### config.mk
export PLATFORM = sky130hd
export DESIGN_NAME = mem_loader
export DESIGN_NICKNAME = d
export VERILOG_FILES = /design/src/rtl/mem_loader.sv
export SDC_FILE = /design/constraint.sdc
export NUM_CORES = 1
export LEC_CHECK = 0
export ABC_AREA = 1
export BUFFER_PORTS_ARGS = -buffer_cell sky130_fd_sc_hd__buf_2
export CAP_MARGIN = 30
export CORE_ASPECT_RATIO = 0.9
export CORE_MARGIN = 2
export CORE_UTILIZATION = 24
export DETAILED_ROUTE_END_ITERATION = 8
export PLACE_DENSITY = 0.47
export SKIP_LAST_GASP = 1
export SLEW_MARGIN = 40
export SYNTH_ARGS = -nofsm -noshare
export SYNTH_HDL_FRONTEND = slang
export SYNTH_SLANG_ARGS = --single-unit
export TNS_END_PERCENT = 20
### constraint.sdc
create_clock -name clk -period 1.32 [get_ports clk]
set_input_delay 0.132 -clock clk [delete_from_list [all_inputs] [get_ports clk]]
set_output_delay 0.132 -clock clk [all_outputs]
set_load 0.02 [all_outputs]
### src/rtl/mem_loader.sv
// Boot-time image loader: streams bytes over valid/ready into consecutive data-memory addresses.
// Optional trailing checksum byte verification is enabled by defining MEM_LOADER_CHECKSUM_EN.
module mem_loader #(
  parameter int unsigned ADDR_W = 8,
  parameter int unsigned LEN_W  = 9
) (
  input  logic              clk,
  input  logic              rst_n,
  input  logic              start,
  input  logic              abort,
  input  logic [ADDR_W-1:0] base_addr,
  input  logic [LEN_W-1:0]  length,
  input  logic              in_valid,
  input  logic [7:0]        in_data,
  output logic              in_ready,
  output logic [7:0]        loader_out,
  output logic [ADDR_W-1:0] loader_addr,
  output logic              loader_we,
  output logic              busy,
  output logic              done,
  output logic              error
);

  localparam int unsigned DATA_W = 8;

`ifdef MEM_LOADER_CHECKSUM_EN
  typedef enum logic [1:0] {
    IDLE  = 2'd0,
    LOAD  = 2'd1,
    CHECK = 2'd2,
    DONE  = 2'd3
  } state_t;
`else
  typedef enum logic [1:0] {
    IDLE = 2'd0,
    LOAD = 2'd1,
    DONE = 2'd3
  } state_t;
`endif

  state_t              state_q, state_d;
  logic [ADDR_W-1:0]   addr_q, addr_d;
  logic [LEN_W-1:0]    remain_q, remain_d;
  logic                in_ready_q, in_ready_d;
  logic                busy_q, busy_d;
  logic                done_q, done_d;
  logic                we_q, we_d;
  logic [DATA_W-1:0]   out_q, out_d;
  logic [ADDR_W-1:0]   laddr_q, laddr_d;
  logic                accept;

`ifdef MEM_LOADER_CHECKSUM_EN
  logic [DATA_W-1:0]   sum_q, sum_d;
  logic                error_q, error_d;
`endif

  // Handshake uses the registered ready so acceptance is a pure function of flop state and in_valid.
  assign accept = in_valid && in_ready_q;

  // State and registered outputs.
  always_ff @(posedge clk or negedge rst_n) begin
    if (!rst_n) begin
      state_q    <= IDLE;
      addr_q     <= '0;
      remain_q   <= '0;
      in_ready_q <= 1'b0;
      busy_q     <= 1'b0;
      done_q     <= 1'b0;
      we_q       <= 1'b0;
      out_q      <= '0;
      laddr_q    <= '0;
`ifdef MEM_LOADER_CHECKSUM_EN
      sum_q      <= '0;
      error_q    <= 1'b0;
`endif
    end else begin
      state_q    <= state_d;
      addr_q     <= addr_d;
      remain_q   <= remain_d;
      in_ready_q <= in_ready_d;
      busy_q     <= busy_d;
      done_q     <= done_d;
      we_q       <= we_d;
      out_q      <= out_d;
      laddr_q    <= laddr_d;
`ifdef MEM_LOADER_CHECKSUM_EN
      sum_q      <= sum_d;
      error_q    <= error_d;
`endif
    end
  end

  // Next state; output registers are loaded from the next-state decode so they align with the state.
  always_comb begin
    state_d  = state_q;
    addr_d   = addr_q;
    remain_d = remain_q;
    we_d     = 1'b0;
    out_d    = out_q;
    laddr_d  = laddr_q;
`ifdef MEM_LOADER_CHECKSUM_EN
    sum_d    = sum_q;
    error_d  = error_q;
`endif

    case (state_q)
      IDLE: begin
        if (start) begin
`ifdef MEM_LOADER_CHECKSUM_EN
          sum_d   = '0;
          error_d = 1'b0;
`endif
          if (length != '0) begin
            addr_d   = base_addr;
            remain_d = length;
            state_d  = LOAD;
          end else begin
`ifdef MEM_LOADER_CHECKSUM_EN
            state_d = CHECK;
`else
            state_d = DONE;
`endif
          end
        end
      end

      LOAD: begin
        // Abort also cancels the write that an acceptance in this same cycle would schedule.
        if (abort) begin
          state_d = IDLE;
        end else if (accept) begin
          we_d     = 1'b1;
          out_d    = in_data;
          laddr_d  = addr_q;
          addr_d   = addr_q + ADDR_W'(1);
          remain_d = remain_q - LEN_W'(1);
`ifdef MEM_LOADER_CHECKSUM_EN
          sum_d    = sum_q + in_data;
`endif
          if (remain_q == LEN_W'(1)) begin
`ifdef MEM_LOADER_CHECKSUM_EN
            state_d = CHECK;
`else
            state_d = DONE;
`endif
          end
        end
      end

`ifdef MEM_LOADER_CHECKSUM_EN
      CHECK: begin
        if (abort) begin
          state_d = IDLE;
        end else if (accept) begin
          if (in_data != sum_q) begin
            error_d = 1'b1;
          end
          state_d = DONE;
        end
      end
`endif

      DONE: begin
        state_d = IDLE;
      end

      default: begin
        state_d = IDLE;
      end
    endcase
  end

  // Ready/busy cover every state that is consuming the stream.
  always_comb begin
    in_ready_d = 1'b0;
    busy_d     = 1'b0;
    done_d     = 1'b0;
    if (state_d == LOAD) begin
      in_ready_d = 1'b1;
      busy_d     = 1'b1;
    end
`ifdef MEM_LOADER_CHECKSUM_EN
    if (state_d == CHECK) begin
      in_ready_d = 1'b1;
      busy_d     = 1'b1;
    end
`endif
    if (state_d == DONE) begin
      done_d = 1'b1;
    end
  end

  assign in_ready    = in_ready_q;
  assign busy        = busy_q;
  assign done        = done_q;
  assign loader_we   = we_q;
  assign loader_out  = out_q;
  assign loader_addr = laddr_q;
`ifdef MEM_LOADER_CHECKSUM_EN
  assign error       = error_q;
`else
  assign error       = 1'b0;
`endif

endmodule

==> results of run 1 <==
## worst max-delay path, cell delays in order, from the launching register on
cell and delay (ns):
sky130_fd_sc_hd__dfrtp_1 0.38, sky130_fd_sc_hd__inv_1 0.13, sky130_fd_sc_hd__ha_1 0.17, sky130_fd_sc_hd__inv_1 0.07, sky130_fd_sc_hd__nor4_2 0.20, sky130_fd_sc_hd__nand4_1 0.13
sky130_fd_sc_hd__o21ai_0 0.14
## synthesized netlist by cell type (all sizes together), types with 2 or more instances
master / count
clkbuf: 3
dfrtp: 38
ha: 3
buf: 8
nand3: 29
nand2: 135
o21ai: 17
nor2: 20
or2: 2
inv: 27
nand4: 4
a21oi: 4
## worst max path at each step
stage,end,slack [ns],cells after the start
floorplan,addr_q[2]$_DFFE_PN0P_,0.02,11
global placement,remain_q[4]$_DFFE_PN0P_,-0.02,8
detailed placement,remain_q[8]$_DFFE_PN0P_,-0.03,9
CTS,remain_q[4]$_DFFE_PN0P_,-0.02,8
global route,remain_q[4]$_DFFE_PN0P_,-0.12,8
finish,state_q[1]$_DFF_PN0_,-0.02,6
## state kept, by name, summed over array words and instances, names as in the netlist
signal	cells
loader_we	1
state_q	2
loader_addr	8
loader_out	8
remain_q	9
addr_q	8
busy	1
done	1
## report_power, final
part | total (mW) | switching, mW | leakage, nW | internal (mW)
Sequential | 1.95 | 0.352 | 0.483 | 1.60
Combinational | 2.38 | 1.46 | 1.02 | 0.922
Clock | 1.23 | 0.422 | 0.0714 | 0.806
## what timing repair did
action	CTS	global route
gates cloned	0	3
endpoints found under the setup margin	5	36
pin swaps	0	8
setup buffers	0	1
endpoints found under the hold margin	15	0
hold buffers	1	0
resized for setup	2	22
## layout make-up
class                      count  area [µm²]
clock buffer                   6        82.6
timing repair buffer          69         455
sequential                    38         951
fill                         926        5630
clock inverter                 2        60.1
tap                          119         149
multi-input combinational    220        1090
inverter                      27         111
## stage by stage
| step | worst slack, ns | util [%] | cells |
|---|---|---|---|
| 3_5_place_dp | -0.0265 | 30.3 | 468 |
| 5_1_grt | -0.119 | 34.0 | 481 |
| 4_1_cts | -0.0223 | 32.2 | 477 |
| 2_1_floorplan | 0.0200 | - | 294 |
| 3_3_place_gp | -0.0205 | 30.3 | 468 |
| 6_report | -0.0168 | 34.0 | 481 |
## routing by layer
metal / global-route usage [%] / vias to the layer above / wire (µm)
met2: 19.1 / 47 / 2530
met3: 2.94 / 2 / 246
met4: 3.67 / 0 / 48
met1: 18.1 / 932 / 3060
li1: - / 1058 / -
met5: 0 / - / 0
## logic make-up (layout without fill, tap and decap cells)
logic type                 Yosys count  after routing
DFF                                 38             38
AOI/OAI and AO/OA                   22             22
buffers and inverters               38            104
other                                1              1
adders and majority gates            3              3
and+or+nand+nor                    192            194
==> impl_metrics.py, run 1 <==
metrics = {
    "global_route": {
        "grt_pass1_wl_mm": 9.29,
        "grt_start_max_net_pins": 24,
        "number_of_antenna_violations_at_the_first_check_in_global_routing": 0,
        "first_global_vias": 1903,
        "track_usage_pct": 12.7,
        "gr-total-overflow": 0,
    },
    "outcome": {
        "violations": "setup timing",
        "run_status": "complete, but fails checks",
    },
    "worst_hold_path": {
        "worst_hold_path_type": "input port to register",
        "holdCritStartpoint": "in_data[3]",
        "worstHoldEndpoint": "loader_out[3]$_DFFE_PN0P_",
        "worst_hold_path.num_cells": 3,
    },
    "cells_and_area": {
        "most_common_cell_after_layout_fill_and_taps_aside": "sky130_fd_sc_hd__nand2_1",
        "finish.instance_area_mm2": 0.00290,
        "diodes": 0,
        "layout.nets": 394,
        "syn2layout_area_growth_pct": 38.1,
        "drive_above_1_share_pct": 27.9,
        "highest_count_cells_in_the_layout_ignoring_fill_and_taps": "sky130_fd_sc_hd__nand2_1, sky130_fd_sc_hd__buf_2, sky130_fd_sc_hd__dfrtp_1",
    },
    "worst_setup_path": {
        "r2r_slack_ns": -0.02,
        "reg2reg_depth": 6,
        "worstPathRequired_ns": 1.50,
        "cp-start-kind": "register",
        "crit_type": "register to register",
        "critical_path_peak_fanout": 3,
        "worstPathArrival_ns": 1.51,
        "worst_r2r_startpoint": "remain_q[1]$_DFFE_PN0P_",
        "r2r-end": "state_q[1]$_DFF_PN0_",
        "timing.critical_path.from": "remain_q[1]$_DFFE_PN0P_",
        "endpoint_kind": "register",
    },
    "yosys": {
        "synth_edf_count": 0,
        "synth-warning-count": 0,
        "synth.net_count": 327,
        "synth.top_cells.by_area": "sky130_fd_sc_hd__dfrtp_1, sky130_fd_sc_hd__nand2_1, sky130_fd_sc_hd__nand3_1",
        "synth_sequential_area_ratio_pct": 45.3,
        "yosys_most_used_dff": "sky130_fd_sc_hd__dfrtp_1",
        "synth-compound-area-share_pct": 6.08,
        "synth_simple_gate_area_share_pct": 38.7,
        "postSynthRegisterBits": 38,
        "synth.mux.area_fraction_pct": 0,
        "synth_fa_ha_area_share_pct": 1.79,
        "synthArstFlopShare_pct": 100,
        "netlist_instances": 294,
        "synthDominantAreaCellType": "sky130_fd_sc_hd__dfrtp_1",
        "synth_area_per_cell_um2": 7.15,
        "synthesis.area_mm2": 0.00210,
        "post_synth_xor_area_fraction_pct": 0,
        "largest_family_of_logic_cells_by_synthesized_area": "simple AND/OR/NAND/NOR gates",
        "synthDistinctLibCells": 25,
        "synth_largest_type_area_fraction_pct": 45.3,
    },
    "clocking": {
        "numCtsBuffers": 5,
        "cts.reportedPaths.clkPinSlew_ns": 0.08,
        "clockBufferDepth": 2,
        "clkLatencyLatePin_ns": 0.29,
        "clock_tree_from_tritoncts": "yes",
        "htree_num_levels": 2,
        "clkSinkCount": 38,
        "clock-root-buffer": "sky130_fd_sc_hd__clkbuf_8",
    },
    "sta": {
        "final-max-slew-violation-count": 0,
        "smallest_hold_slack_ns": 0.0422,
        "skew_ns": 0.0127,
        "number_of_setup_violations_in_the_final_report": 3,
        "finalWorstSetupSlack_ns": -0.0168,
        "hold_violations": 0,
        "timing.fmax_mhz": 748,
        "min_period_ns": 1.34,
        "grt_setup_unrepaired": "yes",
        "timing.setup.tns_ns": -0.0223,
        "final.period_utilization_pct": 101,
    },
    "floorplanning": {
        "initial_utilization_pct": 24.6,
        "num_io_pins": 51,
        "die_extent_in_x_um": 103,
        "placeableCoreArea_mm2": 0.00853,
        "dieArea_mm2": 0.00952,
        "rows": 32,
        "die_h_um": 92.8,
    },
    "place": {
        "port_buffers": 49,
        "post_dp_cell_area_mm2": 0.00258,
        "hpwl_mm": 4.28,
        "last_weighted_congestion_value_of_the_routability_driven_placer": 0.815,
    },
    "routing": {
        "overall_routed_net_length_mm": 5.89,
        "via_per_instance_ratio": 4.24,
        "detailedRoute.firstIterationViolations": 98,
        "final_antenna_net_count": 0,
        "first_pass_iters": 4,
        "drcViolationCount": 0,
        "vias": 2039,
        "route.detailed.wl_per_inst_um": 12.2,
    },
    "flow_run": {
        "max-cap-violations": 0,
    },
    "pwr": {
        "ir_drop_mv": 0.564,
        "p_leak_nw": 1.57,
        "total_power_mw": 5.56,
        "power_density_mw_per_mm2": 1920,
    },
}
Power figures use the tool's default switching activity.
==> run 2, diff against run 1 <==
REMOVE_ABC_BUFFERS = 1   (was not set)
==> run 2 against run 1 <==
The run still ends with setup timing left. Final cell count shrank 0.21%. Clock power decreased by 15%. Sequential cell count unchanged. Combinational power is 3% lower. Sequential power about the same. Highest routed layer unchanged.
==> impl_metrics.py, run 2 (synthesis gave the netlist of run 1 again) <==
metrics = {
    "outcome": {
        "run_status": "complete, but fails checks",
        "violations": "setup timing",
    },
    "clocking": {
        "cts.reportedPaths.clkPinSlew_ns": 0.08,
        "clock_tree_from_tritoncts": "yes",
        "clock-root-buffer": "sky130_fd_sc_hd__clkbuf_8",
        "htree_num_levels": 2,
        "clkSinkCount": 38,
        "clkLatencyLatePin_ns": 0.30,
        "numCtsBuffers": 5,
        "clockBufferDepth": 2,
    },
    "floorplanning": {
        "initial_utilization_pct": 24.6,
        "die_h_um": 92.8,
        "rows": 32,
        "placeableCoreArea_mm2": 0.00853,
        "num_io_pins": 51,
        "dieArea_mm2": 0.00952,
        "die_extent_in_x_um": 103,
    },
    "pwr": {
        "clkPwrFrac_pct": 19.6,
        "switching_share_pct": 41.4,
        "p_sw_mw": 2.19,
        "ir_drop_mv": 0.462,
        "sequentialPowerShare_pct": 36.9,
        "power.combinational.fraction_pct": 43.5,
        "internal_power_mw": 3.10,
        "p_leak_nw": 1.54,
        "power_density_mw_per_mm2": 1860,
        "total_power_mw": 5.29,
    },
    "worst_hold_path": {
        "worstHoldEndpoint": "loader_out[6]$_DFFE_PN0P_",
        "worst_hold_path_type": "input port to register",
        "holdCritStartpoint": "in_data[6]",
        "worst_hold_path.num_cells": 3,
    },
    "routing": {
        "drcViolationCount": 0,
        "first_pass_iters": 4,
        "via_per_instance_ratio": 4.26,
        "detailedRoute.firstIterationViolations": 69,
        "vias": 2045,
        "final_antenna_net_count": 0,
        "route.detailed.wl_per_inst_um": 11.9,
        "overall_routed_net_length_mm": 5.70,
    },
    "worst_setup_path": {
        "critPathMostFrequentCell": "sky130_fd_sc_hd__inv_1",
        "r2r_slack_ns": -0.04,
        "r2r-end": "state_q[1]$_DFF_PN0_",
        "endpoint_kind": "register",
        "critical_path_peak_fanout": 3,
        "critical_path.slowest_cell": "sky130_fd_sc_hd__dfrtp_1",
        "cp-start-kind": "register",
        "worst_r2r_startpoint": "remain_q[1]$_DFFE_PN0P_",
        "crit_type": "register to register",
        "crit_chain": "inv_1 > ha_1 > inv_1 > nor4_1 > nand4_1 > o21ai_0",
        "cp_slowest_stage_delay_ns": 0.39,
        "worstPathArrival_ns": 1.56,
        "worstPathRequired_ns": 1.53,
        "reg2reg_depth": 6,
    },
    "cells_and_area": {
        "drive_above_1_share_pct": 27.1,
        "fraction_of_the_core_area_covered_by_cells_at_the_end_of_the_flow_pct": 33.3,
        "highest_count_cells_in_the_layout_ignoring_fill_and_taps": "sky130_fd_sc_hd__nand2_1, sky130_fd_sc_hd__buf_2, sky130_fd_sc_hd__dfrtp_1",
        "max_flop_register": "remain_q",
        "diodes": 0,
        "largest_reg_flops": 9,
        "syn2layout_area_growth_pct": 35.1,
        "most_common_cell_after_layout_fill_and_taps_aside": "sky130_fd_sc_hd__nand2_1",
        "layout.nets": 394,
    },
    "global_route": {
        "number_of_antenna_violations_at_the_first_check_in_global_routing": 0,
        "grt_start_max_net_pins": 24,
        "grt_pass1_wl_mm": 9.20,
        "track_usage_pct": 12.6,
        "gr-total-overflow": 0,
        "first_global_vias": 1959,
    },
    "sta": {
        "timing.fmax_mhz": 738,
        "hold_violations": 0,
        "min_period_ns": 1.36,
        "skew_ns": 0.00500,
        "final.period_utilization_pct": 103,
        "final-max-slew-violation-count": 0,
        "grt_setup_unrepaired": "yes",
        "finalWorstSetupSlack_ns": -0.0351,
        "number_of_setup_violations_in_the_final_report": 9,
    },
    "place": {
        "port_buffers": 49,
        "last_weighted_congestion_value_of_the_routability_driven_placer": 0.783,
        "hpwl_mm": 4.07,
    },
    "flow_run": {
        "max-cap-violations": 0,
    },
}
-- run 2: per-stage QoR --
step	instances	hold WS [ns]	worst slack [ns]	setup TNS, ns	instance area (µm²)
after global placement	466	0.0811	-0.0378	-0.0887	2550
after CTS	474	0.0254	-0.0284	-0.262	2710
after global routing	480	0.0336	-0.134	-2.44	2840
after detailed placement	466	0.0748	-0.0716	-0.759	2550
after floorplan	283	-0.164	-0.333	-6.02	2040
final	480	0.0287	-0.0351	-0.101	2840
-- run 2: power groups by stage --
| stage | sequential [mW] | combinational [mW] | clock [mW] |
|---|---|---|---|
| 2_1_floorplan | 2.20 | 1.08 | 0 |
| 3_3_place_gp | 1.95 | 2.08 | 0 |
| 3_5_place_dp | 1.96 | 2.10 | 0 |
| 4_1_cts | 1.95 | 2.13 | 1.06 |
| 5_1_grt | 2.03 | 2.64 | 1.11 |
| 6_report | 1.95 | 2.30 | 1.04 |
-- run 2: worst max path at each step --
stage                       startpoint                      end  slack (ns)  cells past startpoint
2_1_floorplan           busy$_DFF_PN0_    addr_q[5]$_DFFE_PN0P_       -0.33                      7
3_3_place_gp      state_q[1]$_DFF_PN0_     state_q[1]$_DFF_PN0_       -0.04                      8
3_5_place_dp      state_q[1]$_DFF_PN0_     state_q[1]$_DFF_PN0_       -0.07                      8
4_1_cts           state_q[1]$_DFF_PN0_    addr_q[6]$_DFFE_PN0P_       -0.03                      9
5_1_grt           state_q[1]$_DFF_PN0_  remain_q[7]$_DFFE_PN0P_       -0.13                      9
6_report       remain_q[1]$_DFFE_PN0P_     state_q[1]$_DFF_PN0_       -0.04                      6
-- run 2: final cells by class --
cell class,instances,area [µm²]
well taps,119,149
fillers,943,5690
inverters,27,113
clock buffers,6,82.6
repair buffers,70,445
multi-input cells,219,1070
flip-flops and latches,38,951
clock inverters,1,30.0
-- run 2: metal layers --
metal  up-vias  track usage (%)  routed length (µm)
met1       936             16.3                2640
met4         0             5.67                 137
met3        12             2.04                 206
li1       1051                -                   -
met2        46             20.4                2720
met5         -                0                   0
-- run 2: timing repair --
item	CTS	global route
setup endpoints to repair	22	35
endpoints found under the hold margin	15	0
setup buffers	0	5
gates resized for setup	7	16
hold buffers	1	0
gates cloned	0	1
pin swaps	3	4
-- run 2: worst max-delay path, delay by kind of cell (launching register included) --
family                     cells  cell delay [ns]
AOI/OAI and AO/OA              1             0.12
adders and majority gates      1             0.16
buffers and inverters          2             0.19
DFF                            1             0.39
and+or+nand+nor                2             0.42
==> run 3, diff against run 2 <==
CORE_UTILIZATION = 35   (was 24)
PLACE_DENSITY = 0.61   (was 0.47)
==> run 3 against run 2 <==
The run still ends with setup timing left. Setup slack better by 0.025 ns. Critical path depth is 2 higher. Total power fell by 4.3%. Routed wire length decreased by 8.3%. Largest cell class unchanged.
==> impl_metrics.py, run 3 (synthesis gave the netlist of run 1 again) <==
metrics = {
    "outcome": {
        "run_status": "complete, but fails checks",
        "violations": "setup timing",
    },
    "cells_and_area": {
        "area_taken_by_multi_input_logic_gates_mm2": 0.00106,
        "syn2layout_area_growth_pct": 30.0,
        "highest_count_cells_in_the_layout_ignoring_fill_and_taps": "sky130_fd_sc_hd__nand2_1, sky130_fd_sc_hd__buf_2, sky130_fd_sc_hd__dfrtp_1",
        "most_common_cell_after_layout_fill_and_taps_aside": "sky130_fd_sc_hd__nand2_1",
        "ff_latch_area_um2": 951,
        "diodes": 0,
        "max_flop_register": "remain_q",
        "nFillCells": 578,
        "layout.nets": 393,
        "finish.instance_area_mm2": 0.00273,
        "drive_above_1_share_pct": 27.7,
        "largest_reg_flops": 9,
        "fraction_of_the_core_area_covered_by_cells_at_the_end_of_the_flow_pct": 47.7,
    },
    "worst_hold_path": {
        "holdCritStartpoint": "in_data[3]",
        "worst_hold_path_type": "input port to register",
    },
    "routing": {
        "overall_routed_net_length_mm": 5.23,
        "detailedRoute.firstIterationViolations": 103,
        "via_per_instance_ratio": 4.70,
        "first_pass_iters": 4,
        "vias": 2025,
        "final_antenna_net_count": 0,
        "route.detailed.wl_per_inst_um": 12.1,
        "drcViolationCount": 0,
    },
    "floorplanning": {
        "die_extent_in_x_um": 85.7,
        "rows": 26,
        "initial_utilization_pct": 36.7,
        "die_h_um": 77.5,
        "placeableCoreArea_mm2": 0.00573,
        "dieArea_mm2": 0.00664,
        "num_io_pins": 51,
    },
    "place": {
        "post_placement_setup_slack_ns": -0.0414,
        "last_weighted_congestion_value_of_the_routability_driven_placer": 0.857,
        "hpwl_mm": 3.75,
        "port_buffers": 49,
        "post_dp_cell_area_mm2": 0.00249,
    },
    "sta": {
        "smallest_hold_slack_ns": 0.0310,
        "number_of_setup_violations_in_the_final_report": 2,
        "final-max-slew-violation-count": 0,
        "timing.fmax_mhz": 752,
        "min_period_ns": 1.33,
        "grt_setup_unrepaired": "yes",
        "final.period_utilization_pct": 101,
        "hold_violations": 0,
        "skew_ns": 0.00906,
        "timing.setup.tns_ns": -0.0129,
        "finalWorstSetupSlack_ns": -0.00970,
    },
    "clocking": {
        "htree_num_levels": 2,
        "cts.reportedPaths.clkPinSlew_ns": 0.08,
        "clockBufferDepth": 2,
        "clkLatencyLatePin_ns": 0.30,
        "clock-root-buffer": "sky130_fd_sc_hd__clkbuf_8",
        "clock_tree_from_tritoncts": "yes",
        "clkSinkCount": 38,
        "numCtsBuffers": 5,
    },
    "global_route": {
        "track_usage_pct": 16.8,
        "grt_start_max_net_pins": 23,
        "first_global_vias": 1941,
        "gr-total-overflow": 0,
        "number_of_antenna_violations_at_the_first_check_in_global_routing": 0,
        "grt_pass1_wl_mm": 8.82,
    },
    "pwr": {
        "p_leak_nw": 1.52,
        "ir_drop_mv": 0.749,
        "power_density_mw_per_mm2": 1850,
    },
    "worst_setup_path": {
        "timing.critical_path.from": "state_q[1]$_DFF_PN0_",
        "cp-start-kind": "register",
        "worst_r2r_startpoint": "state_q[1]$_DFF_PN0_",
        "worstPathArrival_ns": 1.54,
        "crit_type": "register to register",
        "worstPathRequired_ns": 1.53,
        "critical_path_peak_fanout": 6,
        "endpoint_kind": "register",
    },
    "flow_run": {
        "max-cap-violations": 0,
    },
}
[run 3: area by class of cell]
type	count	share of cell area, %
Clock inverter	2	0.458
Clock buffer	6	3.02
Tap cell	70	3.21
Multi-Input combinational cell	219	38.9
Inverter	27	4.12
Timing Repair Buffer	69	15.4
Sequential cell	38	34.8
[run 3: power breakdown]
group          internal [mW]  leakage (nW)  switching [mW]
logic                  0.874         0.994            1.38
clock network          0.420        0.0472           0.435
registers               1.60         0.483           0.359
[run 3: stage by stage]
stage	total power, mW	std cells
floorplan	3.28	283
global placement	4.00	416
detailed placement	4.03	416
CTS	4.97	428
global route	5.52	431
finish	5.06	431
[run 3: worst max-delay path, stage by stage (launching register included)]
cell and delay (ns):
sky130_fd_sc_hd__dfrtp_1 0.38, sky130_fd_sc_hd__inv_2 0.08, sky130_fd_sc_hd__nand2_4 0.07, sky130_fd_sc_hd__nor2_4 0.12, sky130_fd_sc_hd__inv_4 0.06, sky130_fd_sc_hd__nor2_8 0.10, sky130_fd_sc_hd__buf_4 0.17, sky130_fd_sc_hd__nand4_1 0.14
sky130_fd_sc_hd__o21ai_1 0.13
[run 3: metal layers]
metal / vias up / part of all wire (%) / track usage (%)
met5: - / 0 / 0
met4: 0 / 1.7 / 6.98
met3: 7 / 6.1 / 3.09
met2: 63 / 45 / 27.9
met1: 912 / 47 / 21.5
li1: 1043 / - / -
[run 3: path summary, 6_finish.rpt]
kind	to	slack, ns	cells past startpoint
worst max-delay path	done$_DFF_PN0_	-0.01	8
worst min-delay path	loader_out[3]$_DFFE_PN0P_	0.03	3
worst max register to register	done$_DFF_PN0_	-0.01	8
worst min register to register	loader_out[7]$_DFFE_PN0P_	0.47	2
max in group asynchronous	addr_q[1]$_DFFE_PN0P_	0.56	3
min in group asynchronous	remain_q[2]$_DFFE_PN0P_	0.30	2
[run 3: repair_timing]
item,CTS,global route
pin swaps,4,8
hold buffers,1,0
cloned,2,0
gates resized for setup,10,14
setup buffers,1,3
hold endpoints to repair,17,0
setup endpoints to repair,19,36
